$ cat config.mk
export PLATFORM = sky130hd
export DESIGN_NAME = cache_tag_store
export DESIGN_NICKNAME = d
export VERILOG_FILES = /design/src/rtl/cache_tag_store.sv
export SDC_FILE = /design/constraint.sdc
export NUM_CORES = 2
export LEC_CHECK = 0
export ABC_AREA = 1
export BUFFER_PORTS_ARGS = -buffer_cell sky130_fd_sc_hd__buf_4
export CORE_MARGIN = 3
export CORE_UTILIZATION = 25
export DETAILED_ROUTE_END_ITERATION = 10
export PLACE_DENSITY = 0.44
export SLEW_MARGIN = 0
export SYNTH_ARGS = -nofsm -noshare
export SYNTH_HDL_FRONTEND = slang
export SYNTH_SLANG_ARGS = --single-unit
$ cat constraint.sdc
create_clock -name clk -period 4.15 [get_ports clk]
set_input_delay 0.6225 -clock clk [delete_from_list [all_inputs] [get_ports clk]]
set_output_delay 0.6225 -clock clk [all_outputs]
set_load 0.005 [all_outputs]
$ cat src/rtl/cache_tag_store.sv
// Set-associative tag store: tag compare, tree-PLRU victim choice, fills/invalidates and a sequenced flush.
// Response is registered one cycle after accept; lookups stall (lookup_ready=0) only while a flush runs.
module cache_tag_store #(
  parameter int WAYS      = 4,
  parameter int SETS      = 16,
  parameter int TAG_WIDTH = 23,
  parameter int IDX_WIDTH = $clog2(SETS),
  parameter int WAY_WIDTH = $clog2(WAYS)
) (
  input  logic                 clk,
  input  logic                 rst_n,
  input  logic                 lookup_valid,
  output logic                 lookup_ready,
  input  logic [IDX_WIDTH-1:0] lookup_set,
  input  logic [TAG_WIDTH-1:0] lookup_tag,
  output logic                 resp_valid,
  output logic                 resp_hit,
  output logic [WAY_WIDTH-1:0] resp_hit_way,
  output logic [WAY_WIDTH-1:0] resp_victim_way,
  output logic                 resp_victim_valid,
  input  logic                 fill_valid,
  input  logic [IDX_WIDTH-1:0] fill_set,
  input  logic [WAY_WIDTH-1:0] fill_way,
  input  logic [TAG_WIDTH-1:0] fill_tag,
  input  logic                 fill_inval,
  input  logic                 flush_req,
  output logic                 flush_busy,
  output logic                 flush_done
);

  typedef enum logic {IDLE, FLUSH} state_e;

  state_e               state_q, state_d;
  logic [IDX_WIDTH-1:0] flush_idx_q, flush_idx_d;
  logic                 done_q, done_d;

  logic [TAG_WIDTH-1:0] tag_q   [SETS][WAYS];
  logic [WAYS-1:0]      valid_q [SETS];
  logic [WAYS-1:0]      valid_d [SETS];
  logic [WAYS-2:0]      plru_q  [SETS];
  logic [WAYS-2:0]      plru_d  [SETS];

  logic                 resp_valid_q, resp_hit_q, resp_victim_valid_q;
  logic [WAY_WIDTH-1:0] resp_hit_way_q, resp_victim_way_q;

  logic                 accept, fill_en;
  logic [WAYS-1:0]      match;
  logic                 hit, any_inv;
  logic [WAY_WIDTH-1:0] hit_way, inv_way, victim_way;

  // Walk root-to-leaf along the way's index bits, pointing each node away from it.
  function automatic logic [WAYS-2:0] plru_touch(input logic [WAYS-2:0] tree_in,
                                                 input logic [WAY_WIDTH-1:0] way);
    logic [WAYS-2:0]      tree;
    logic [WAY_WIDTH-1:0] node;
    tree = tree_in;
    node = '0;
    for (int l = WAY_WIDTH - 1; l >= 0; l--) begin
      tree[node] = ~way[l];
      node = WAY_WIDTH'(2 * int'(node) + 1 + int'(way[l]));
    end
    return tree;
  endfunction

  function automatic logic [WAY_WIDTH-1:0] plru_victim(input logic [WAYS-2:0] tree);
    logic [WAY_WIDTH-1:0] node;
    logic [WAY_WIDTH-1:0] way;
    node = '0;
    way  = '0;
    for (int l = WAY_WIDTH - 1; l >= 0; l--) begin
      way[l] = tree[node];
      node = WAY_WIDTH'(2 * int'(node) + 1 + int'(tree[node]));
    end
    return way;
  endfunction

  assign flush_busy   = (state_q == FLUSH);
  assign lookup_ready = !flush_busy;
  assign flush_done   = done_q;
  assign accept       = lookup_valid && lookup_ready;
  assign fill_en      = fill_valid && !flush_busy;

  always_comb begin
    state_d     = state_q;
    flush_idx_d = flush_idx_q;
    done_d      = 1'b0;
    case (state_q)
      IDLE: begin
        if (flush_req) begin
          state_d     = FLUSH;
          flush_idx_d = '0;
        end
      end
      FLUSH: begin
        if (flush_idx_q == IDX_WIDTH'(SETS - 1)) begin
          state_d     = IDLE;
          done_d      = 1'b1;
          flush_idx_d = '0;
        end else begin
          flush_idx_d = flush_idx_q + IDX_WIDTH'(1);
        end
      end
      default: state_d = IDLE;
    endcase
  end

  // Compare against the array as it stands this cycle; same-cycle fills land afterwards.
  always_comb begin
    match   = '0;
    hit_way = '0;
    inv_way = '0;
    for (int w = 0; w < WAYS; w++) begin
      match[w] = valid_q[lookup_set][w] && (tag_q[lookup_set][w] == lookup_tag);
    end
    for (int w = WAYS - 1; w >= 0; w--) begin
      if (match[w]) hit_way = WAY_WIDTH'(w);
      if (!valid_q[lookup_set][w]) inv_way = WAY_WIDTH'(w);
    end
    hit        = |match;
    any_inv    = ~&valid_q[lookup_set];
    victim_way = any_inv ? inv_way : plru_victim(plru_q[lookup_set]);
  end

  // Fill is applied after the hit update so a same-set fill replaces the hit's PLRU state.
  always_comb begin
    valid_d = valid_q;
    plru_d  = plru_q;
    if (state_q == FLUSH) begin
      valid_d[flush_idx_q] = '0;
      plru_d[flush_idx_q]  = '0;
    end else begin
      if (accept && hit) plru_d[lookup_set] = plru_touch(plru_q[lookup_set], hit_way);
      if (fill_en) begin
        if (fill_inval) begin
          valid_d[fill_set][fill_way] = 1'b0;
        end else begin
          valid_d[fill_set][fill_way] = 1'b1;
          plru_d[fill_set]            = plru_touch(plru_q[fill_set], fill_way);
        end
      end
    end
  end

  always_ff @(posedge clk or negedge rst_n) begin
    if (!rst_n) begin
      state_q     <= IDLE;
      flush_idx_q <= '0;
      done_q      <= 1'b0;
      for (int s = 0; s < SETS; s++) begin
        valid_q[s] <= '0;
        plru_q[s]  <= '0;
      end
    end else begin
      state_q     <= state_d;
      flush_idx_q <= flush_idx_d;
      done_q      <= done_d;
      valid_q     <= valid_d;
      plru_q      <= plru_d;
    end
  end

  always_ff @(posedge clk) begin
    if (fill_en && !fill_inval) tag_q[fill_set][fill_way] <= fill_tag;
  end

  always_ff @(posedge clk or negedge rst_n) begin
    if (!rst_n) begin
      resp_valid_q        <= 1'b0;
      resp_hit_q          <= 1'b0;
      resp_hit_way_q      <= '0;
      resp_victim_way_q   <= '0;
      resp_victim_valid_q <= 1'b0;
    end else begin
      resp_valid_q <= accept;
      if (accept) begin
        resp_hit_q          <= hit;
        resp_hit_way_q      <= hit_way;
        resp_victim_way_q   <= victim_way;
        resp_victim_valid_q <= valid_q[lookup_set][victim_way];
      end
    end
  end

  assign resp_valid        = resp_valid_q;
  assign resp_hit          = resp_hit_q;
  assign resp_hit_way      = resp_hit_way_q;
  assign resp_victim_way   = resp_victim_way_q;
  assign resp_victim_valid = resp_victim_valid_q;

  no_fill_during_flush: assert property (@(posedge clk) disable iff (!rst_n)
                                         !(fill_valid && flush_busy));

endmodule

# After elaboration in Yosys (flattened, before gate mapping)
# Memories as Yosys holds them, arrays and structs flattened.
# Index checks and enable logic that the tools add are counted.
# W data, S select, Z words.
totals:
  regBits: 125
  ram_bits: 1472
  word_cells: 165
  n_memories: 1
classes:
  addsub: 4
  magnitude_cmp: 16
  eq_ne: 6
  mux: 62
  bitwise: 16
  n_reduce_logical: 20
memory_table:
  columns: ["name", "words", "width", "read_ports", "rd_ports_with_merged_regs", "write_ports", "line_no", "text"]
  rows:
  - ["tag_q", 16, 92, 1, 0, 1, "37", "logic [TAG_WIDTH-1:0] tag_q [SETS][WAYS];"]
op_table:
  columns: ["op", "count"]
  rows:
  - ["$mux W48", 5]
  - ["$mux W64", 3]
  - ["$and A64 B64 Y64", 2]
  - ["$not A64 Y64", 2]
  - ["$bwmux W48", 2]
  - ["$eq A23 B23 Y1", 4]
  - ["$mux W92", 1]
  - ["$or A64 B64 Y64", 1]
  - ["$and A48 B48 Y48", 1]
  - ["$not A48 Y48", 1]
  - ["$demux W23 S2", 1]
  - ["$demux W3 S4", 3]
  - ["$demux W4 S4", 2]
  - ["$bmux W3 S4", 2]
  - ["$mux W4", 6]
  - ["$mux W23", 1]
  - ["$mux W3", 7]
  - ["$mux W2", 9]
  - ["$bmux W4 S4", 1]
  - ["$ge A5 B5 Y1 const B", 3]
  - ["$logic_and A1 B1 Y1", 15]
  - ["$lt A2 B3 Y1 const B", 5]
  - ["$lt A5 B1 Y1 const B", 3]
  - ["$not A4 Y5", 3]
  - ["19 further kinds", 41]

# Longest topological paths before layout
logic_depth:
  depth_word: 22
  mapped_depth: 28
  ltp_nobuf: 24

# Worst setup path before layout
# OpenSTA, ideal clock, no wires.
synth_path:
  kind: "in2reg"
  startpoint: "input fill_valid"
  endpoint: "memory tag_q[14][69] (netlist bit) (enable)"
  setup_ns: 0.403
  t_arrival_ns: 2.770
  required_time_ns: 3.747
  slack_ns: 0.977
  path_stages: 8
  path_buffers: 2
  path_cell_list: "clkbuf_1 > inv_1 > nor2_1 > inv_1 > clkbuf_1 > nor2_1 > inv_1 > nor2_1"
synth_between:
  elab_chain_len: 4
synth_lines:
  columns: ["item", "line_no", "text"]
  rows:
  - ["from (decl)", "21", "input logic fill_valid,"]
  - ["$logic_and A1 B1 Y1", "81", "assign fill_en = fill_valid && !flush_busy;"]
  - ["$logic_and A1 B1 Y1", "163", "if (fill_en && !fill_inval) tag_q[fill_set][fill_way] <= fill_tag;"]
  - ["$mux W1", "163", null]
  - ["$mux W92 (not written as such)", "163", null]
  - ["to (decl)", "37", null]
# No other way between the ends.

==> flow_summary.toml <==
[outcome]
outcome = "finished clean"

[clock_network]
cts_resized = 0
cts.reportedPaths.clkPinSlew_ns = 0.05
insertion_delay_ns = 0.86
htreeDepth = 4
cts.sinks = 1597
cts_tree = "yes"
clk_root_buffer_cell = "clkbuf_16"
ctsLongestPathBuffers = 4
cts_inserted_buffers = 189

[place]
pre_cts_ws_ns = -0.2692
placed_area_um2 = 80490
dp_hpwl_um = 180900
portBuffers = 71
routabilityCongestion = 0.9125

[finish]
syn_to_final_growth_pct = 21.76
design_area_um2 = 86290
drive_gt1_share_pct = 12.46
final_common_cell = "nand2_1"
final_cell_mix = "nand2_1 (4181), edfxtp_1 (1472), buf_4 (556), nor2_1 (328), inv_1 (223)"
nNetsFinal = 8027

[routing]
dr_total_vias = 54660
drt-total-wl_um = 279600
wire_per_inst_um = 23.62
drtAntennaViolNets = 0
drcViolationCount = 0
via_per_inst = 4.616
drt_iter0_drc = 5678
firstDrtPassIters = 6

[global_route]
antenna_found_initial = 28
track_usage_pct = 18.75
first_global_vias = 52370
grt_max_degree = 87
grt_overflow_total = 0
grt_pass1_wl_um = 395800

[floorplanning]
core.rowCount = 194
die_h_um = 538.4
die_x_um = 538.4
die-area_um2 = 289900
initial_core_util_pct = 25.26
design.core.area_um2 = 280600
ioPinCount = 72

[synth]
synthAdderAreaFrac_pct = 0.07062
synth_top_family_by_area = "simple AND/OR/NAND/NOR gates"
ys_async_sr_fraction_pct = 7.827
synth_edf_count = 1472
netlist_area_um2 = 70870
synthFlopType = "edfxtp_1"
synth_compound_area_share_pct = 3.213
avgSynthCellArea_um2 = 9.523
synth_xor_area_share_pct = 0
yosysWarningCount = 0
yosys.area_share.simple_pct = 26.35
seq_area_frac_synth_pct = 66.79
synthMuxAreaShare_pct = 0
ys_types = 38
synth_fp_nets = 7508
synth_cells = 7442
ys_seq_elements = 1597

[sta]
skew_ns = 0.05104
finalCritPeriodShare_pct = 83.77
min_period_ns = 3.476
rsz0062_at_grt = "no"
fin_tns_setup_ns = 0
layout_setup_ws_ns = 0.6736
tightest_slew_ns = 1.189
max_freq_mhz = 287.7
maxSlewViolCount = 0
slew_headroom_pct = 20.73
finalSetupViolCount = 0
hold_viol = 0

[power]
power.density_nw_per_um2 = 452.4
finalPower_mw = 39.04
leakage_nw = 35.52
ir_worst_vdd_uv = 283.5

[setup_path]
worstPathRequired_ns = 4.87
critPathBufInv = 7
path_common_cell = "nand2_1"
crit_type = "in -> reg"
cp_max_fo = 14
cp_data_arrival_time_ns = 4.20
critPathTopFamily = "simple AND/OR/NAND/NOR gates"
slowest_stage = "nor2_8"
cpPeakStageDelay_ns = 0.32
critPathCaptureType = "register"
cp-start-kind = "primary input"

[run]
maxCapViolations = 0

[min_path]
hold_class = "in -> reg"
[state kept, by name, indices dropped and copies added (netlist names), named ones only]
register	cells
tag_q	1472
resp_victim_way	2
flush_idx_q	4
flush_done	1
resp_hit_way	2
resp_hit	1
flush_busy	1
resp_valid	1
plru_q	48
resp_victim_valid	1
[metal layers]
metal  vias up  global-route usage, %  routed length, um
li1      25400                      -                  -
met1     27050                  26.65             127900
met2      1847                  29.66             126500
met3       362                  2.928              17780
met4         0                  4.975               7444
met5         -                      0                  0
[worst paths after layout]
check,start,to,slack (ns),cells past startpoint
worst max-delay path,lookup_set[0],plru_q[43],0.67,26
worst min-delay path,flush_req,flush_busy,0.11,3
worst max register to register,tag_q[13][65],plru_q[43],0.87,22
worst min register to register,plru_q[0],plru_q[0],0.48,2
max in group asynchronous,rst_n,async pin,2.86,3
min in group asynchronous,rst_n,resp_hit,0.40,2
[layout make-up]
| class | instances | area, um^2 |
|---|---|---|
| inverter | 235 | 918.4 |
| clock buffer | 243 | 4994 |
| tap | 3724 | 4659 |
| timing repair buffer | 667 | 6367 |
| antenna | 13 | 32.53 |
| multi-input combinational | 5271 | 21220 |
| fill | 29210 | 194300 |
| sequential | 1597 | 47330 |
| clock inverter | 90 | 769.5 |
[report_power, final]
| group | internal, mW | leakage (nW) | switching (mW) | total, mW |
|---|---|---|---|---|
| clock network | 9.15 | 2.80 | 6.74 | 15.9 |
| registers | 17.8 | 14.9 | 0.240 | 18.1 |
| logic | 1.53 | 17.8 | 3.55 | 5.07 |
[through the flow]
| stage | hold slack (ns) | utilization [%] | instances |
|---|---|---|---|
| 2_1_floorplan | 0.3269 | - | 7442 |
| 3_3_place_gp | 0.4641 | 28.68 | 11490 |
| 3_5_place_dp | 0.4655 | 28.68 | 11490 |
| 4_1_cts | 0.06497 | 30.74 | 11830 |
| 5_1_grt | 0.1043 | 30.75 | 11830 |
| 6_report | 0.1094 | 30.75 | 11840 |
[worst register-to-register path, delay by kind of cell (launching register included)]
kind | cells | cell delay (ns)
simple gates | 19 | 2.11
compound gates | 1 | 0.28
flops | 1 | 0.37
buf+inv | 2 | 0.37
[cell usage after synthesis (3+ instances only)]
master	instances	share of area [%]
nor2_4	3	0.048
buf_4	17	0.18
o22ai_1	51	0.45
buf_6	7	0.11
o31ai_1	3	0.032
o221ai_1	12	0.15
nand4_1	32	0.28
a31oi_1	9	0.079
nor2_1	394	2.1
inv_1	225	1.2
and2_1	7	0.062
ha_1	4	0.071
o21ai_1	58	0.41
dfrtp_1	125	4.4
nand2_1	4181	22
buf_2	209	1.5
nand3_1	206	1.5
nor3_1	15	0.11
nand2_2	9	0.079
edfxtp_1	1472	62
a22oi_1	14	0.15
buf_1	29	0.15
o21ai_0	133	0.94
inv_2	6	0.032
a31o_2	3	0.037
clkbuf_1	77	0.41
a21oi_1	124	0.88
[kinds of logic after synthesis]
logic type               count (synthesis)
AO/OA/AOI/OAI                          414
adder cells (fa/ha/maj)                  4
buffers and inverters                  574
flip-flops                            1597
AND/OR/NAND/NOR                       4853
[repair_timing]
item,4_1_cts,5_1_grt
endpoints found under the hold margin,84,0
buffers inserted,0,0
hold buffers,1,0
Note: power is estimated with default switching activity, not from simulation.
